### src/rtl/audio_pkg.sv
// audio_pkg
// Shared definitions for the audio effects chain output side.
// Holds the default I2S framing constants and the state type used by
// the I2S transmit stage.
package audio_pkg;

  // Default BCLK periods per channel slot and pi_clk cycles per BCLK half-period.
  localparam int I2S_SLOT_BITS = 16;
  localparam int I2S_CLK_DIV   = 2;

  typedef enum logic {
    IDLE = 1'b0,
    RUN  = 1'b1
  } i2s_state_e;

endpackage

### src/rtl/i2s_tx_stage_bclk_gen.sv
// bclk_gen
// Counter-based bit clock divider. While run is high, the registered bclk
// toggles every CLK_DIV clock cycles; while run is low, bclk and the divider
// are held at 0 so the first half-period after start is always a full one.
// Ports:
//   clk      in   system clock
//   rst      in   asynchronous active-high reset
//   run      in   divider enable
//   bclk     out  registered bit clock
//   fall_en  out  high in the cycle whose rising clk edge drives bclk 1->0
//   rise_en  out  high in the cycle whose rising clk edge drives bclk 0->1
module bclk_gen
  import audio_pkg::*;
#(
  parameter int CLK_DIV = I2S_CLK_DIV
) (
  input  logic clk,
  input  logic rst,
  input  logic run,
  output logic bclk,
  output logic fall_en,
  output logic rise_en
);

  localparam int DIV_W = (CLK_DIV > 1) ? $clog2(CLK_DIV) : 1;

  logic [DIV_W-1:0] div_q, div_d;
  logic             bclk_q, bclk_d;
  logic             tick;

  // tick marks the last cycle of a half-period; the edge after it toggles bclk.
  assign tick    = run && (div_q == DIV_W'(CLK_DIV - 1));
  assign fall_en = tick && bclk_q;
  assign rise_en = tick && !bclk_q;
  assign bclk    = bclk_q;

  always_comb begin
    div_d  = div_q;
    bclk_d = bclk_q;
    if (!run) begin
      div_d  = '0;
      bclk_d = 1'b0;
    end else if (tick) begin
      div_d  = '0;
      bclk_d = !bclk_q;
    end else begin
      div_d = div_q + DIV_W'(1);
    end
  end

  always_ff @(posedge clk or posedge rst) begin
    if (rst) begin
      div_q  <= '0;
      bclk_q <= 1'b0;
    end else begin
      div_q  <= div_d;
      bclk_q <= bclk_d;
    end
  end

endmodule

### src/rtl/i2s_tx_stage.sv
// i2s_tx_stage
// Serialises 16-bit mono AXI-Stream samples into standard I2S frames, sending
// the same sample in the left and right slots. A one-entry holding buffer
// absorbs backpressure; a missing sample at a frame boundary produces a silent
// frame and an underrun pulse.
// Ports:
//   pi_clk          in   system clock
//   pi_sreset       in   asynchronous active-high reset
//   pi_data_tdata   in   sample (signed two's complement)
//   pi_data_tvalid  in   sample valid
//   pi_data_tready  out  buffer empty, registered
//   pi_data_tlast   in   marks the last sample of a stream
//   pi_enable       in   transmit enable, sampled at frame boundaries
//   po_bclk         out  I2S bit clock
//   po_lrclk        out  I2S word select (0 left, 1 right)
//   po_sdata        out  I2S serial data, MSB first
//   po_underrun     out  pulse when a frame starts with no buffered sample
//   po_last_sent    out  pulse when a frame built from a tlast sample starts
module i2s_tx_stage
  import audio_pkg::*;
#(
  parameter int DATA_WIDTH = 16,
  parameter int SLOT_BITS  = I2S_SLOT_BITS,
  parameter int CLK_DIV    = I2S_CLK_DIV
) (
  input  logic                  pi_clk,
  input  logic                  pi_sreset,
  input  logic [DATA_WIDTH-1:0] pi_data_tdata,
  input  logic                  pi_data_tvalid,
  output logic                  pi_data_tready,
  input  logic                  pi_data_tlast,
  input  logic                  pi_enable,
  output logic                  po_bclk,
  output logic                  po_lrclk,
  output logic                  po_sdata,
  output logic                  po_underrun,
  output logic                  po_last_sent
);

  localparam int FRAME_BITS = 2 * SLOT_BITS;
  localparam int POS_W      = $clog2(FRAME_BITS);
  localparam logic [POS_W-1:0] POS_LAST = POS_W'(FRAME_BITS - 1);

  i2s_state_e                state_q, state_d;
  logic [POS_W-1:0]          pos_q, pos_d;
  logic [FRAME_BITS-1:0]     shift_q, shift_d;
  logic                      sdata_q, sdata_d;
  logic                      lrclk_q, lrclk_d;
  logic [DATA_WIDTH-1:0]     hold_data_q, hold_data_d;
  logic                      hold_last_q, hold_last_d;
  logic                      hold_valid_q, hold_valid_d;
  logic                      tready_q, tready_d;
  logic                      underrun_q, underrun_d;
  logic                      last_sent_q, last_sent_d;

  logic                      bclk_fall;
  logic                      bclk_rise;
  logic [SLOT_BITS-1:0]      slot_word;

  bclk_gen #(
    .CLK_DIV (CLK_DIV)
  ) u_bclk_gen (
    .clk     (pi_clk),
    .rst     (pi_sreset),
    .run     (state_q == RUN),
    .bclk    (po_bclk),
    .fall_en (bclk_fall),
    .rise_en (bclk_rise)
  );

  // Word select runs one bit ahead of the data so it changes before each MSB.
  function automatic logic lr_at(input logic [POS_W-1:0] p);
    return ((int'(p) + 1) % FRAME_BITS) >= SLOT_BITS;
  endfunction

  // Sample left-aligned in its slot, zero padded below the LSB.
  assign slot_word = SLOT_BITS'(hold_data_q) << (SLOT_BITS - DATA_WIDTH);

  // Next-state logic: frame sequencing on BCLK falling edges, plus the holding
  // buffer. A boundary load clears the buffer before the transfer check, but a
  // full buffer already has tready low, so both never land in one cycle.
  always_comb begin
    state_d      = state_q;
    pos_d        = pos_q;
    shift_d      = shift_q;
    sdata_d      = sdata_q;
    lrclk_d      = lrclk_q;
    hold_data_d  = hold_data_q;
    hold_last_d  = hold_last_q;
    hold_valid_d = hold_valid_q;
    underrun_d   = 1'b0;
    last_sent_d  = 1'b0;

    case (state_q)
      IDLE: begin
        sdata_d = 1'b0;
        lrclk_d = 1'b0;
        pos_d   = '0;
        // Park pos on the last position so the first falling edge is a boundary.
        if (pi_enable) begin
          state_d = RUN;
          pos_d   = POS_LAST;
        end
      end
      RUN: begin
        if (bclk_fall) begin
          if (pos_q == POS_LAST) begin
            pos_d = '0;
            if (!pi_enable) begin
              state_d = IDLE;
              shift_d = '0;
              sdata_d = 1'b0;
              lrclk_d = 1'b0;
            end else begin
              if (hold_valid_q) begin
                shift_d      = {slot_word, slot_word};
                hold_valid_d = 1'b0;
                last_sent_d  = hold_last_q;
              end else begin
                shift_d    = '0;
                underrun_d = 1'b1;
              end
              sdata_d = shift_d[FRAME_BITS-1];
              lrclk_d = lr_at('0);
            end
          end else begin
            pos_d   = pos_q + POS_W'(1);
            shift_d = shift_q << 1;
            sdata_d = shift_q[FRAME_BITS-2];
            lrclk_d = lr_at(pos_d);
          end
        end
      end
      default: state_d = IDLE;
    endcase

    if (pi_data_tvalid && tready_q) begin
      hold_data_d  = pi_data_tdata;
      hold_last_d  = pi_data_tlast;
      hold_valid_d = 1'b1;
    end

    tready_d = !hold_valid_d;
  end

  // State and output registers; reset aborts any frame and drops the buffer.
  always_ff @(posedge pi_clk or posedge pi_sreset) begin
    if (pi_sreset) begin
      state_q      <= IDLE;
      pos_q        <= '0;
      shift_q      <= '0;
      sdata_q      <= 1'b0;
      lrclk_q      <= 1'b0;
      hold_data_q  <= '0;
      hold_last_q  <= 1'b0;
      hold_valid_q <= 1'b0;
      tready_q     <= 1'b0;
      underrun_q   <= 1'b0;
      last_sent_q  <= 1'b0;
    end else begin
      state_q      <= state_d;
      pos_q        <= pos_d;
      shift_q      <= shift_d;
      sdata_q      <= sdata_d;
      lrclk_q      <= lrclk_d;
      hold_data_q  <= hold_data_d;
      hold_last_q  <= hold_last_d;
      hold_valid_q <= hold_valid_d;
      tready_q     <= tready_d;
      underrun_q   <= underrun_d;
      last_sent_q  <= last_sent_d;
    end
  end

  // A rising bit clock edge only ever happens while running.
  rise_only_in_run : assert property (@(posedge pi_clk) disable iff (pi_sreset)
    bclk_rise |-> (state_q == RUN));

  assign pi_data_tready = tready_q;
  assign po_lrclk       = lrclk_q;
  assign po_sdata       = sdata_q;
  assign po_underrun    = underrun_q;
  assign po_last_sent   = last_sent_q;

endmodule

### config.mk
export PLATFORM = sky130hd
export DESIGN_NAME = i2s_tx_stage
export DESIGN_NICKNAME = d
export VERILOG_FILES = /design/src/rtl/audio_pkg.sv /design/src/rtl/i2s_tx_stage_bclk_gen.sv /design/src/rtl/i2s_tx_stage.sv
export SDC_FILE = /design/constraint.sdc
export NUM_CORES = 1
export LEC_CHECK = 0
export CAP_MARGIN = 0
export CORE_ASPECT_RATIO = 1.75
export CORE_MARGIN = 2
export CORE_UTILIZATION = 59
export CTS_BUF_LIST = sky130_fd_sc_hd__clkbuf_2
export CTS_CLUSTER_DIAMETER = 50
export DETAILED_ROUTE_END_ITERATION = 7
export PLACE_DENSITY = 0.94
export SYNTH_ARGS = -nofsm -noshare
export SYNTH_HDL_FRONTEND = slang
export SYNTH_HIERARCHICAL = 1
export SYNTH_SLANG_ARGS = --single-unit
### constraint.sdc
create_clock -name pi_clk -period 2.4 [get_ports pi_clk]
set_input_delay 0.72 -clock pi_clk [delete_from_list [all_inputs] [get_ports pi_clk]]
set_output_delay 0.72 -clock pi_clk [all_outputs]
set_load 0.005 [all_outputs]
==> summary.md, run 1 <==
| Metric | Value |
|---|---|
| Pint | 0.00233 W |
| Routed wire per std cell | 17.3 um |
| Share of post-route cells with drive strength above 1 | 18.0% |
| Resized Gates After CTS | 0 |
| Maximum clock rate | 0.471 GHz |
| Vias per cell | 6.25 |
| Synth Area per Inst | 12.9 sq um |
| Critical Path Fanout Max | 3 |
| Setup bufs post-CTS | 0 |
| Root Driver | clkbuf_2 |
| Least-Margin Pin Slew | 454 ps |
| CP top delay family | buffers and inverters |
| GRT Overall Usage | 21.7% |
| Fillers | 298 |
| Final Critical Period | 2120 ps |
| Hold WS | 430 ps |
| Fin. Hold Viols | 0 |
| Setup_tns | 0 ps |
| Crit. End Element | primary output |
| Arrival @ worst endpoint | 1400 ps |
| Post-Syn Instances | 211 |
| Largest net degree at the start of global routing | 63 |
| H-tree depth | 3 |
| Vias in the first global route | 1,870 |
| CP Class | reg2out |
| Worst Reg-to-Reg Cells | 6 |
| P_leak | 1.39 nW |
| Detail Placement HPWL | 3370 um |
| Clk buf depth | 2 |
| Clock slew at reported path FFs | 170 ps |
| Number of routed nets with antenna violations | 0 |
| Vias | 1,845 |
| DR pass1 iterations | 4 |
| Syn_nets | 235 |
| Buf/Inv on CP | 1 |
| Net count, final | 263 |
| Max Slew Vio Count | 0 |
| Worst setup SP type | register |
| Status | finished clean |
| Worst path required time | 1680 ps |
| Final Total Pwr | 0.00355 W |
| Final setup viols | 0 |
| Inst Count DP | 279 |
| # IOs | 27 |
| DRC | 0 |
| Clock tree sinks | 62 |
| Gr ovfl total | 0 |
| Final std cells w/o fill | 295 |
| Mapped Area | 2730 sq um |
| Reg power frac | 48.9% |
| CTS Buf Count | 9 |
| DIE WIDTH | 55.4 um |
| Fin crit share | 88.5% |
| CTS Hold Buffers Added | 0 |
| CP cell instances | clkdlybuf4s50_1 |
| Peak VDD IR | 940 uV |
| Switching share of power | 34.5% |
| Initial core utilization | 61.4% |
| Max-cap violations | 0 |
| Iteration-0 DRC Markers | 48 |
| Standard-cell rows | 32 |
| Worst relative slew slack | 69.6% |
| YS warnings | 6 |
| Routed wire length | 5110 um |
| Placer Congestion | 0.789 |
| Global-route wire length before repair | 8640 um |
| Reg-to-Reg End | po_lrclk |
| R2R setup slack | 330 ps |
| Clock skew | 21.3 ps |
| Die height | 93.9 um |
| Die area | 5200 sq um |
| R2r startpoint | pos_q[1] |
| CTS tree | yes |
| PortBufs | 26 |
| Power Dens Cells | 1130 nW/um^2 |
| Hold Path Class | in2async |
| Clock power share | 16.5% |
| Area growth from synthesis to layout | 15.7% |
| Initial antenna violation count | 0 |
| Diodes inserted | 0 |
| Combinational group share of total power | 34.6% |
| RSZ-0062 raised after global routing | false |
| CP max stage delay | 520 ps |
| Net Switching | 0.00123 W |
| Highest-delay cell along the critical path | clkdlybuf4s50_1 |
| Core box area | 4440 sq um |
| Worst skew pair latency | 460 ps |
## state kept, by name (all words and copies together), names as in the netlist
signal and count:
po_sdata 1, hold_last_q 1, pi_data_tready 1, po_underrun 1, shift_q 31, state_q 1
hold_data_q 16, po_lrclk 1, u_bclk_gen/bclk 1, u_bclk_gen/div_q 1, po_last_sent 1, hold_valid_q 1
pos_q 5
## layout by cell type, fill, tap and decap left out, types with 2 or more instances in the layout
master and count:
a21oi_1 5, buf_4 4, buf_12 3, a22o_1 2, nor3b_1 30, inv_1 5
clkinv_2 3, clkdlybuf4s50_1 26, clkinv_1 2, nand2_1 8, nor2_1 2, and2_1 3
clkbuf_2 10, dfrtp_1 62, nand3b_1 2, a221o_1 30, mux2_2 17, ha_1 3
o21ai_0 5
## per-layer routing
layer	share of wire (%)	vias up	GRT usage, %
met2	54	31	36.4
met1	42	946	26.1
li1	-	860	-
met3	2.6	8	5.37
met4	1.6	0	9.96
met5	0	-	0
## how the worst max path moves through the flow
stage | from | endpoint | slack, ps | depth (start not counted)
3_5_place_dp | pos_q[0] | po_lrclk | 390 | 6
4_1_cts | u_bclk_gen/bclk | po_bclk | 230 | 1
6_report | u_bclk_gen/bclk | po_bclk | 280 | 1
5_1_grt | u_bclk_gen/bclk | po_bclk | 200 | 1
3_3_place_gp | pi_enable | shift_q[7] | 430 | 5
2_1_floorplan | pi_sreset | hold_data_q[0] | 200 | 1
## power groups by stage
stage               combinational, W  sequential [W]  clock [W]
finish                       0.00123         0.00174   0.000585
global route                 0.00136         0.00178   0.000646
CTS                          0.00124         0.00173   0.000604
detailed placement           0.00123         0.00175          0
global placement             0.00117         0.00173          0
floorplan                   0.000959         0.00165          0
## per-stage QoR
stage               utilization [%]  setup WS, ps  instance area (sq um)
finish                         71.0           275                   3160
global route                   71.0           197                   3160
CTS                            71.0           233                   3160
detailed placement             68.7           389                   3050
global placement               68.7           429                   3050
floorplan                         -           195                   2730
## area by class of cell
type                            count  area [sq um]  area share (%)
Clock buffer                       10          50.0            1.59
Tap cell                           51          63.8            2.02
Sequential cell                    62          1550            49.1
Multi-Input combinational cell    127          1070            33.8
Timing Repair Buffer               33           350            11.1
Clock inverter                      6          52.6            1.66
Inverter                            6          22.5           0.713
Note: power is estimated with default switching activity, not from simulation.
==> run 2, diff against run 1 <==
HOLD_SLACK_MARGIN = 0.03   (was unset)
RECOVER_POWER = 50   (was unset)
==> run 2 against run 1 <==
Clock skew is 5.0 ps lower. Sequential share of layout area rose by 0.35 points. Worst hold slack better by 80 ps. Largest power group unchanged.
==> summary.md, run 2 (synthesis results as in run 1) <==
| Metric | Value |
|---|---|
| Power Dens Cells | 1130 nW/um^2 (about the same) |
| Vias in the first global route | 1,870 (unchanged) |
| Depth of the worst hold-timing path | 1 |
| Clock tree sinks | 62 (unchanged) |
| Clock skew | 16.3 ps (was 21.3 ps) |
| CP max stage delay | 520 ps (about the same) |
| Critical Path Fanout Max | 3 (unchanged) |
| Detail Placement HPWL | 3370 um (unchanged) |
| Worst Reg-to-Reg Cells | 7 (was 6) |
| Post-Place Setup Slack | 389 ps (unchanged) |
| Share of post-route cells with drive strength above 1 | 16.8% (was 18.0%) |
| Setup bufs post-CTS | 0 (unchanged) |
| Status | finished clean (unchanged) |
| # IOs | 27 (unchanged) |
| RSZ-0062 raised after global routing | false (unchanged) |
| Least-Margin Pin Slew | 1400 ps (was 454 ps) |
| Cell depth of the worst setup path | 1 (unchanged) |
| Placer Congestion | 0.789 (unchanged) |
| Worst skew pair latency | 460 ps (about the same) |
| Setup_tns | 0 ps (unchanged) |
| CTS Buf Count | 9 (unchanged) |
| Final setup viols | 0 (unchanged) |
| Peak VDD IR | 938 uV (was 940 uV) |
| Resized Gates After CTS | 0 (unchanged) |
| Buf/Inv on CP | 1 (unchanged) |
| Die area | 5200 sq um (unchanged) |
| Hold Path Class | reg2reg (was in2async) |
| Clk buf depth | 2 (unchanged) |
| Max-cap violations | 0 (unchanged) |
| Vias | 1,850 (was 1,845) |
| Largest net degree at the start of global routing | 63 (unchanged) |
| Crit. End Element | primary output (unchanged) |
| Initial antenna violation count | 0 (unchanged) |
| Hold path endpoint | po_underrun |
| R2R setup slack | 320 ps (was 330 ps) |
| Clock slew at reported path FFs | 160 ps (was 170 ps) |
| Fin crit share | 88.4% (was 88.5%) |
| Number of routed nets with antenna violations | 0 (unchanged) |
| Global-route wire length before repair | 8640 um (unchanged) |
| CTS tree | yes (unchanged) |
| Final Critical Period | 2120 ps (about the same) |
| Net count, final | 263 (unchanged) |
| Max reg flops | 31 (unchanged) |
| Top flop regs | shift_q (31), hold_data_q (16), pos_q (5) (unchanged) |
| Commonest cells after routing, fill and taps aside | 62 x dfrtp_1, 30 x nor3b_1, 30 x a221o_1 (unchanged) |
| Worst setup SP type | register (unchanged) |
| Diodes inserted | 0 (unchanged) |
| Iteration-0 DRC Markers | 46 (was 48) |
| Worst path required time | 1680 ps (about the same) |
| CTS Hold Buffers Added | 0 (unchanged) |
| CP top delay family | buffers and inverters (unchanged) |
| GRT Overall Usage | 21.7% (unchanged) |
| Worst relative slew slack | 6.57% (was 69.6%) |
| R2r startpoint | pos_q[1] (unchanged) |
| Highest-delay cell along the critical path | clkdlybuf4s50_1 (unchanged) |
| PortBufs | 26 (unchanged) |
| Arrival @ worst endpoint | 1400 ps (about the same) |
| Hold WS | 509 ps (was 430 ps) |
| Hold_sp | hold_valid_q |
| Fin. Hold Viols | 0 (unchanged) |
| DIE WIDTH | 55.4 um (unchanged) |
| CP cell instances | clkdlybuf4s50_1 (unchanged) |
| Final worst slack | 278 ps (was 275 ps) |
| Routed wire length | 5070 um (was 5110 um) |
| Vias per cell | 6.27 (was 6.25) |
| Root Driver | clkbuf_2 (unchanged) |
| CP Class | reg2out (unchanged) |
| DRC | 0 (unchanged) |
| P_leak | 1.38 nW (was 1.39 nW) |
| DR pass1 iterations | 4 (unchanged) |
| Die height | 93.9 um (unchanged) |
| Commonest non-fill, non-tap cell in the layout | dfrtp_1 (unchanged) |
| Core box area | 4440 sq um (unchanged) |
| Standard-cell rows | 32 (unchanged) |
| Max Slew Vio Count | 0 (unchanged) |
| Maximum clock rate | 0.471 GHz (about the same) |
| Area growth from synthesis to layout | 14.9% (was 15.7%) |
| Biggest register | shift_q (unchanged) |
| Gr ovfl total | 0 (unchanged) |
| Reg-to-Reg End | po_lrclk (unchanged) |
| H-tree depth | 3 (unchanged) |
| Routed wire per std cell | 17.2 um (was 17.3 um) |
| Initial core utilization | 61.4% (unchanged) |
[run 2: changes by cell type in the layout (fill, tap and decap cells not counted)]
cell             before  now
and2_0                0    1
and2_1                3    2
buf_12                3    2
buf_4                 4    2
clkbuf_1              0    2
clkbuf_2             10   11
clkdlybuf4s50_1      26   25
clkinv_1              2    3
dlygate4sd3_1         0    1
inv_2                 1    0
[run 2: worst max path at each step]
stage / from / endpoint / slack (ps)
floorplan: pi_sreset / hold_data_q[0] / 200
global placement: pi_enable / shift_q[7] / 430
detailed placement: pos_q[0] / po_lrclk / 390
CTS: u_bclk_gen/bclk / po_bclk / 230
global route: pi_sreset / shift_q[23] / 120
finish: u_bclk_gen/bclk / po_bclk / 280
[run 2: area by class of cell]
cell class | count | area, sq um
clock buffers | 10 | 50.0
clock inverters | 6 | 52.6
fillers | 304 | 1310
inverters | 6 | 22.5
multi-input cells | 127 | 1070
flip-flops and latches | 62 | 1550
well taps | 51 | 63.8
repair buffers | 33 | 328
[run 2: metrics by stage]
| step | area, sq um | power, W | utilization, % | instances |
|---|---|---|---|---|
| finish | 3130 | 0.00354 | 70.5 | 295 |
| global route | 3130 | 0.00378 | 70.5 | 295 |
| CTS | 3160 | 0.00358 | 71.0 | 295 |
| detailed placement | 3050 | 0.00298 | 68.7 | 279 |
| global placement | 3050 | 0.00289 | 68.7 | 279 |
| floorplan | 2730 | 0.00261 | - | 211 |
[run 2: layer usage]
layer  track usage, %  routed length [um]  up-vias
li1                 -                   -      860
met1             26.1                2050      941
met5                0                   0        -
met2             36.4                2770       42
met3             5.37                 167        7
met4             9.96                  88        0
[run 2: report_power, final]
| group | internal, W | switching [W] |
|---|---|---|
| Sequential | 0.00143 | 0.000303 |
| Clock | 0.000234 | 0.000348 |
| Combinational | 0.000651 | 0.000570 |
